**config.mk**
```make
export PLATFORM = sky130hd
export DESIGN_NAME = add_sub_logic_seq
export DESIGN_NICKNAME = d
export VERILOG_FILES = /design/src/rtl/add_sub_logic_seq.sv
export SDC_FILE = /design/constraint.sdc
export NUM_CORES = 1
export LEC_CHECK = 0
export CAP_MARGIN = 5
export CORE_MARGIN = 2
export CORE_UTILIZATION = 35
export CTS_BUF_LIST = sky130_fd_sc_hd__clkbuf_4
export CTS_CLUSTER_SIZE = 40
export DETAILED_ROUTE_END_ITERATION = 10
export SETUP_SLACK_MARGIN = 0.2
export SLEW_MARGIN = 5
export SYNTH_ARGS = -nofsm -noshare
export SYNTH_HDL_FRONTEND = slang
export SYNTH_SLANG_ARGS = --single-unit
```
**constraint.sdc**
```tcl
create_clock -name clk -period 7.3 [get_ports clk]
set_input_delay 1.46 -clock clk [delete_from_list [all_inputs] [get_ports clk]]
set_output_delay 1.46 -clock clk [all_outputs]
set_load 0.005 [all_outputs]
```
**src/rtl/add_sub_logic_seq.sv**
```systemverilog
// add_sub_logic_seq: registered WIDTH-bit add/sub/logic unit with valid/ready
// handshakes on both sides, one result register and a sticky carry flag for
// multi-word ADC/SBB chains. Single-cycle latency, one result per cycle.
//
// Optional build macro: ALU_SAT_EN
//   defined   -> ADD/ADC saturate to all-ones on carry, SUB/SBB saturate to
//                zero on borrow; c_flag still takes the raw carry.
//   undefined -> plain modulo-2^WIDTH arithmetic.
module add_sub_logic_seq #(
  parameter int WIDTH = 16
) (
  input  logic             clk,
  input  logic             rst_n,
  input  logic             in_valid,
  output logic             in_ready,
  input  logic [2:0]       op,
  input  logic [WIDTH-1:0] a,
  input  logic [WIDTH-1:0] b,
  output logic             out_valid,
  input  logic             out_ready,
  output logic [WIDTH-1:0] r,
  output logic             c_flag,
  output logic             z_flag
);

  localparam logic [2:0] OP_ADD  = 3'd0;
  localparam logic [2:0] OP_SUB  = 3'd1;
  localparam logic [2:0] OP_NOTB = 3'd2;
  localparam logic [2:0] OP_GEU  = 3'd3;
  localparam logic [2:0] OP_ADC  = 3'd4;
  localparam logic [2:0] OP_SBB  = 3'd5;
  localparam logic [2:0] OP_AND  = 3'd6;
  localparam logic [2:0] OP_XOR  = 3'd7;

  // Architectural state
  logic             valid_q;
  logic [WIDTH-1:0] r_q;
  logic [WIDTH-1:0] r_d;
  logic             c_q;
  logic             c_d;
  logic             z_q;

  // Shared adder operands
  logic [WIDTH-1:0] b_eff_s;
  logic             cin_s;
  logic [WIDTH:0]   sum_s;
  logic             carry_s;
  logic             accept_s;

  // No skid buffer: a new bundle may enter only if the result slot is free
  // or being drained in this same cycle.
  assign in_ready = !valid_q || out_ready;
  assign accept_s = in_valid && in_ready;

  // Select the adder's B operand and carry-in for the arithmetic opcodes.
  // ADC/SBB consume the sticky carry as it stands at the accept edge.
  always_comb begin
    b_eff_s = b;
    cin_s   = 1'b0;
    case (op)
      OP_ADD: begin
        b_eff_s = b;
        cin_s   = 1'b0;
      end
      OP_SUB, OP_GEU: begin
        b_eff_s = ~b;
        cin_s   = 1'b1;
      end
      OP_ADC: begin
        b_eff_s = b;
        cin_s   = c_q;
      end
      OP_SBB: begin
        b_eff_s = ~b;
        cin_s   = c_q;
      end
      default: begin
        b_eff_s = b;
        cin_s   = 1'b0;
      end
    endcase
  end

  assign sum_s   = {1'b0, a} + {1'b0, b_eff_s} + {{WIDTH{1'b0}}, cin_s};
  assign carry_s = sum_s[WIDTH];

  // Next result and next carry; only the four arithmetic ops touch c_flag.
  always_comb begin
    r_d = sum_s[WIDTH-1:0];
    c_d = c_q;
    case (op)
      OP_ADD, OP_ADC: begin
        c_d = carry_s;
`ifdef ALU_SAT_EN
        if (carry_s) begin
          r_d = {WIDTH{1'b1}};
        end else begin
          r_d = sum_s[WIDTH-1:0];
        end
`else
        r_d = sum_s[WIDTH-1:0];
`endif
      end
      OP_SUB, OP_SBB: begin
        c_d = carry_s;
`ifdef ALU_SAT_EN
        if (!carry_s) begin
          r_d = {WIDTH{1'b0}};
        end else begin
          r_d = sum_s[WIDTH-1:0];
        end
`else
        r_d = sum_s[WIDTH-1:0];
`endif
      end
      OP_NOTB: r_d = ~b;
      OP_GEU:  r_d = {{(WIDTH-1){1'b0}}, carry_s};
      OP_AND:  r_d = a & b;
      OP_XOR:  r_d = a ^ b;
      default: begin
        r_d = sum_s[WIDTH-1:0];
        c_d = c_q;
      end
    endcase
  end

  // Result register: load on accept, drop valid when drained without refill,
  // otherwise hold everything stable.
  always_ff @(posedge clk or negedge rst_n) begin
    if (!rst_n) begin
      valid_q <= 1'b0;
      r_q     <= {WIDTH{1'b0}};
      c_q     <= 1'b0;
      z_q     <= 1'b0;
    end else if (accept_s) begin
      valid_q <= 1'b1;
      r_q     <= r_d;
      c_q     <= c_d;
      z_q     <= (r_d == {WIDTH{1'b0}});
    end else if (out_ready) begin
      valid_q <= 1'b0;
    end else begin
      valid_q <= valid_q;
    end
  end

  assign out_valid = valid_q;
  assign r         = r_q;
  assign c_flag    = c_q;
  assign z_flag    = z_q;

endmodule

```
==> results.yml, run 1 <==
critical_path:
  critical_path.cell_chain: "clkdlybuf4s50_1 > buf_4 > a21boi_2 > xor2_1 > fa_1 > inv_1 > fa_1 > nand2b_2 > a21oi_1 > or4_1 > nand3_1 > nand4_1 > a311oi_1 > nand3b_1 > o41ai_2"
  cpMostUsedCell: "fa_1"
  crit_family: "compound AO/OA/AOI/OAI gates"
  required_ps: 7500
  cp_num_buf_inv: 3
  crit_type: "in -> reg"
  worstSetupEndpointType: "register"
  cpPeakStageDelay_ps: 500
  slowest_stage: "a21boi_2"
  cp-start-kind: "input pin"
  crit_arrival_ps: 5240
  path_max_fanout: 21
logic_synthesis:
  synth-compound-area-share_pct: 28.8
  synth-edff-count: 0
  yosys.area.top_type_share_pct: 19.1
  synthFlopType: "dfrtp_1"
  synth_area_leaders: "dfrtp_1 (19%), ha_1 (16%), xor2_1 (7.7%)"
  async_flop_share_pct: 100
  yosysTopAreaCell: "dfrtp_1"
  synth_most_common_cell: "nand2_1"
  netlist_top_cells_count: "nand2_1 (41), a21oi_1 (32), ha_1 (31)"
  synth_cells: 316
  syn_avg_cell_area_um2: 7.88
  yosysSeqAreaShare_pct: 19.1
  ys_ff_latch: 19
  synth.distinct_cells: 57
  yosys_warnings: 0
  synthMuxAreaShare_pct: 3.42
  synthesis.area_um2: 2490
  synth_nets: 388
  synth_fa_ha_area_share_pct: 17.2
  synth-xor-area-share_pct: 10.2
  synth_top_family_by_area: "compound AO/OA/AOI/OAI gates"
  synth-simple-area-share_pct: 14.8
cells_and_area:
  drive_above_1_share_pct: 6.85
  antennaDiodeCount: 0
  ff_latch_area_um2: 475
  final-instance-count-excl-fill: 461
  fillers: 709
  layout.nets: 438
  area_growth_pct: 25.8
  multiInputGateArea_um2: 1860
drt:
  vias: 2443
  vias_per_cell: 5.30
  drtAntennaViolNets: 0
  drc: 0
  drt_wl_total_mm: 6.45
  wl_per_cell_um: 14.0
  first_pass_iters: 4
  drtIter0Drc: 111
floorplanning:
  die_h_um: 88.3
  coreArea_um2: 6830
  die-area_um2: 7800
  rows: 30
  initial_core_util_pct: 36.4
  ios: 59
  die_x_um: 88.3
placed_design:
  placed_cells: 457
  hpwl_mm: 5.28
  io_buffer_count: 58
  globalplace.congestion: 0.903
  preCtsSetupSlack_ps: 1950
pwr:
  peakVddDrop_mv: 0.0520
  power_density_nw_per_um2: 155
  finalPower_mw: 0.486
  leakagePower_nw: 1.31
run:
  maxCapViolations: 0
grt:
  track_usage_pct: 17.5
  grt_pass1_vias: 2191
  antenna_found_initial: 0
  grt_max_degree: 36
  grt_first_pass_wirelength_mm: 11.0
  overflow: 0
timing:
  rsz0062_at_grt: "false"
  final-setup-viol-count: 0
  tightest_slew_ps: 860
  drv_slew: 0
  fin_tns_setup_ps: 0
  period_needed_ps: 5040
  max-slew-margin-rel_pct: 42.5
  layout_setup_ws_ps: 2260
  fmax_mhz: 199
  post-route-period-util_pct: 69.0
  hold_violations: 0
  clock_skew_ps: 7.83
clock_network:
  htreeDepth: 1
  cts_sinks: 19
  cts_setup_buffers: 0
  clk_pin_slew_ps: 110
  cts_tree: "yes"
  clk_latency_ps: 290
  ctsLongestPathBuffers: 2
  cts_hold_buf: 0
  numCtsBuffers: 3
  root_buffer: "clkbuf_4"
  ctsResizeCount: 0
min_path:
  min_path_type: "reg -> reg"
run_status:
  outcome: "finished, final reports clean"
[cells in the final DEF, fill, tap and decap left out, types with 5 or more instances in the layout]
| cell type | n |
|---|---|
| inv_1 | 10 |
| dfrtp_1 | 19 |
| o21ai_0 | 19 |
| ha_1 | 31 |
| xnor2_1 | 7 |
| clkdlybuf4s50_1 | 58 |
| a21oi_1 | 32 |
| nor2_1 | 25 |
| nand3_1 | 5 |
| xor2_1 | 22 |
| o21ai_1 | 18 |
| o211ai_1 | 11 |
| nand2_1 | 41 |
[final timing paths]
check,slack [ps],startpoint,to,cells past startpoint
max,2260,op[0],z_flag$_DFFE_PN0P_,15
min,490,r[10]$_DFFE_PN0P_,r[10]$_DFFE_PN0P_,2
max reg2reg,4160,c_flag$_DFFE_PN0P_,z_flag$_DFFE_PN0P_,12
min reg2reg,490,r[10]$_DFFE_PN0P_,r[10]$_DFFE_PN0P_,2
max in group asynchronous,5150,rst_n,out_valid$_DFFE_PN0P_,1
min in group asynchronous,1640,rst_n,r[2]$_DFFE_PN0P_,1
[where the power goes]
part	switching, mW	leakage, nW	internal (mW)	total [mW]
Combinational	0.151	1.06	0.145	0.295
Sequential	0.0123	0.234	0.127	0.140
Clock	0.0309	0.0177	0.0204	0.0513
[metrics by stage]
| stage | hold slack [ps] | util, % | instance area [um2] |
|---|---|---|---|
| after floorplan | 460 | - | 2490 |
| after global placement | 462 | 45.4 | 3100 |
| after detailed placement | 473 | 45.4 | 3100 |
| after CTS | 497 | 45.8 | 3130 |
| after global routing | 520 | 45.8 | 3130 |
| final | 491 | 45.8 | 3130 |
[flip-flops by register name, summed over array words and instances, names as in the netlist]
register / flops
out_valid: 1
c_flag: 1
z_flag: 1
r: 16
[cell families after synthesis]
group           Yosys count
compound gates          113
xor+xnor                 29
fa+ha+maj                33
buf+inv                  28
flops                    19
mux                       8
simple gates             86
[layout make-up]
type | count | share of cell area, %
clock inverter | 1 | 0.160
clock buffer | 3 | 0.719
multi-input combinational | 269 | 59.3
timing repair buffer | 62 | 19.5
sequential | 19 | 15.2
inverter | 11 | 1.32
tap | 96 | 3.84
[worst min-delay path, delay by kind of cell, from the launching register on]
family / cells / cell delay (ps)
AOI/OAI and AO/OA: 1 / 60
DFF: 1 / 350
and+or+nand+nor: 1 / 50
[metal layers]
layer,vias to the layer above,wire length [um],track usage (%)
li1,1243,-,-
met1,1110,3300,27.7
met2,88,2720,26.4
met3,2,410,1.31
met4,0,24,2.89
met5,-,0,0
(Power assumes the default switching activity.)
==> run 2: changes to the inputs <==
==> constraint.sdc (replaced) <==
create_clock -name clk -period 4.4 [get_ports clk]
set_input_delay 0.88 -clock clk [delete_from_list [all_inputs] [get_ports clk]]
set_output_delay 0.88 -clock clk [all_outputs]
set_load 0.005 [all_outputs]
==> run 2 against run 1 <==
Compared with the run above: setup slack got worse by 1800 ps; clock skew decreased by 1.8 ps; first-iteration DRC count is 18% lower; worst hold slack got worse by 12 ps; design area up 1.2%; sequential share of layout area down 0.18 points; via count down 3.2%; register-to-register slack lost 2900 ps; clock power is 80% higher; largest cell class unchanged.
==> results.yml, run 2 (synthesis gave the netlist of run 1 again) <==
timing:
  rsz0062_at_grt: "false"
  final-setup-viol-count: 0
  clock_skew_ps: 6.00
  drv_slew: 0
  hold_violations: 0
  post-route-period-util_pct: 89.7
  period_needed_ps: 3950
  max-slew-margin-rel_pct: 44.4
  fmax_mhz: 253
  fin_tns_setup_ps: 0
  tightest_slew_ps: 832
run:
  maxCapViolations: 0
floorplanning:
  die_h_um: 88.3
  die_x_um: 88.3
  coreArea_um2: 6830
  rows: 30
  die-area_um2: 7800
  ios: 59
  initial_core_util_pct: 36.4
grt:
  grt_first_pass_wirelength_mm: 10.8
  grt_pass1_vias: 2173
  antenna_found_initial: 0
  grt_max_degree: 31
  overflow: 0
  track_usage_pct: 17.2
cells_and_area:
  mostFrequentLayoutCells: "clkdlybuf4s50_1 (58), nand2_1 (41), a21oi_1 (32)"
  largest_register_ffs: 16
  fillers: 722
  antennaDiodeCount: 0
  drive_above_1_share_pct: 8.13
  layout.nets: 442
  area_growth_pct: 27.4
  final_common_cell: "clkdlybuf4s50_1"
clock_network:
  cts_sinks: 19
  ctsLongestPathBuffers: 2
  cts_tree: "yes"
  htreeDepth: 1
  numCtsBuffers: 3
  cts_hold_buf: 0
  clk_pin_slew_ps: 100
  root_buffer: "clkbuf_4"
  clk_latency_ps: 290
  cts_setup_buffers: 0
  ctsResizeCount: 0
drt:
  drt_wl_total_mm: 6.51
  first_pass_iters: 4
  vias_per_cell: 5.09
  vias: 2365
  drtAntennaViolNets: 0
  wl_per_cell_um: 14.0
  drc: 0
  drtIter0Drc: 91
placed_design:
  hpwl_mm: 5.45
  io_buffer_count: 58
  globalplace.congestion: 0.874
critical_path:
  path_max_fanout: 5
  crit_arrival_ps: 4150
  slowest_stage: "clkdlybuf4s50_1"
  reg2regPathDepth: 12
  cp_num_buf_inv: 2
  cp-start-kind: "input pin"
  worstReg2RegEnd: "z_flag$_DFFE_PN0P_"
  reg2reg_from: "c_flag$_DFFE_PN0P_"
  cpMostUsedCell: "fa_1"
  cpPeakStageDelay_ps: 550
  reg2reg_setup_slack_ps: 1310
  required_ps: 4600
  worstSetupEndpointType: "register"
  critical_path.cell_chain: "clkdlybuf4s50_1 > a21boi_2 > xor2_1 > fa_1 > inv_1 > fa_1 > nand2b_2 > a21oi_1 > or4_1 > nand3_1 > nand4_1 > a311oi_1 > nand3b_1 > o41ai_2"
  crit_type: "in -> reg"
  crit_family: "simple AND/OR/NAND/NOR gates"
min_path:
  min_path_cells: 2
  min_path_type: "reg -> reg"
  min_from: "r[11]$_DFFE_PN0P_"
  whs_endpoint: "r[11]$_DFFE_PN0P_"
pwr:
  peakVddDrop_mv: 0.0911
  power_density_nw_per_um2: 260
  leakagePower_nw: 1.33
  finalPower_mw: 0.823
run_status:
  outcome: "finished, final reports clean"
-- run 2: area by class of cell --
type	count	area [um2]	area share, %
clock buffers	4	30.0	0.947
inverters	11	41.3	1.30
multi-input cells	269	1860	58.7
flip-flops and latches	19	475	15.0
well taps	96	120	3.79
repair buffers	66	641	20.2
-- run 2: metal layers --
| metal | global-route usage (%) | part of all wire [%] | up-vias |
|---|---|---|---|
| li1 | - | - | 1249 |
| met1 | 27.2 | 53 | 1064 |
| met2 | 26.3 | 42 | 50 |
| met3 | 0.840 | 4.3 | 2 |
| met4 | 2.48 | 0.34 | 0 |
| met5 | 0 | 0 | - |
-- run 2: worst max path at each step --
stage	cells past startpoint	start	endpoint
final	14	op[0]	z_flag$_DFFE_PN0P_
after global routing	14	op[0]	z_flag$_DFFE_PN0P_
after global placement	14	op[0]	z_flag$_DFFE_PN0P_
after floorplan	18	op[2]	z_flag$_DFFE_PN0P_
after CTS	14	op[0]	z_flag$_DFFE_PN0P_
after detailed placement	14	op[0]	z_flag$_DFFE_PN0P_
-- run 2: power by group --
part	total (mW)	switching (mW)	internal, mW
Clock	0.0924	0.0509	0.0414
Combinational	0.499	0.254	0.245
Sequential	0.231	0.0202	0.211
-- run 2: stage by stage --
stage	cell area (um2)	hold slack, ps	worst slack [ps]	util, %	std cells
after floorplan	2490	460	246	-	316
after CTS	3160	485	425	46.3	465
final	3170	479	451	46.4	465
after global placement	3130	465	192	45.9	461
after global routing	3170	505	218	46.4	465
after detailed placement	3130	460	133	45.9	461
-- run 2: worst reg2reg max path, delay by kind of cell (launching register included) --
kind / cells / cell delay [ps]
AO/OA/AOI/OAI: 4 / 920
adder cells (fa/ha/maj): 2 / 580
buffers and inverters: 1 / 90
flip-flops: 1 / 450
AND/OR/NAND/NOR: 5 / 950
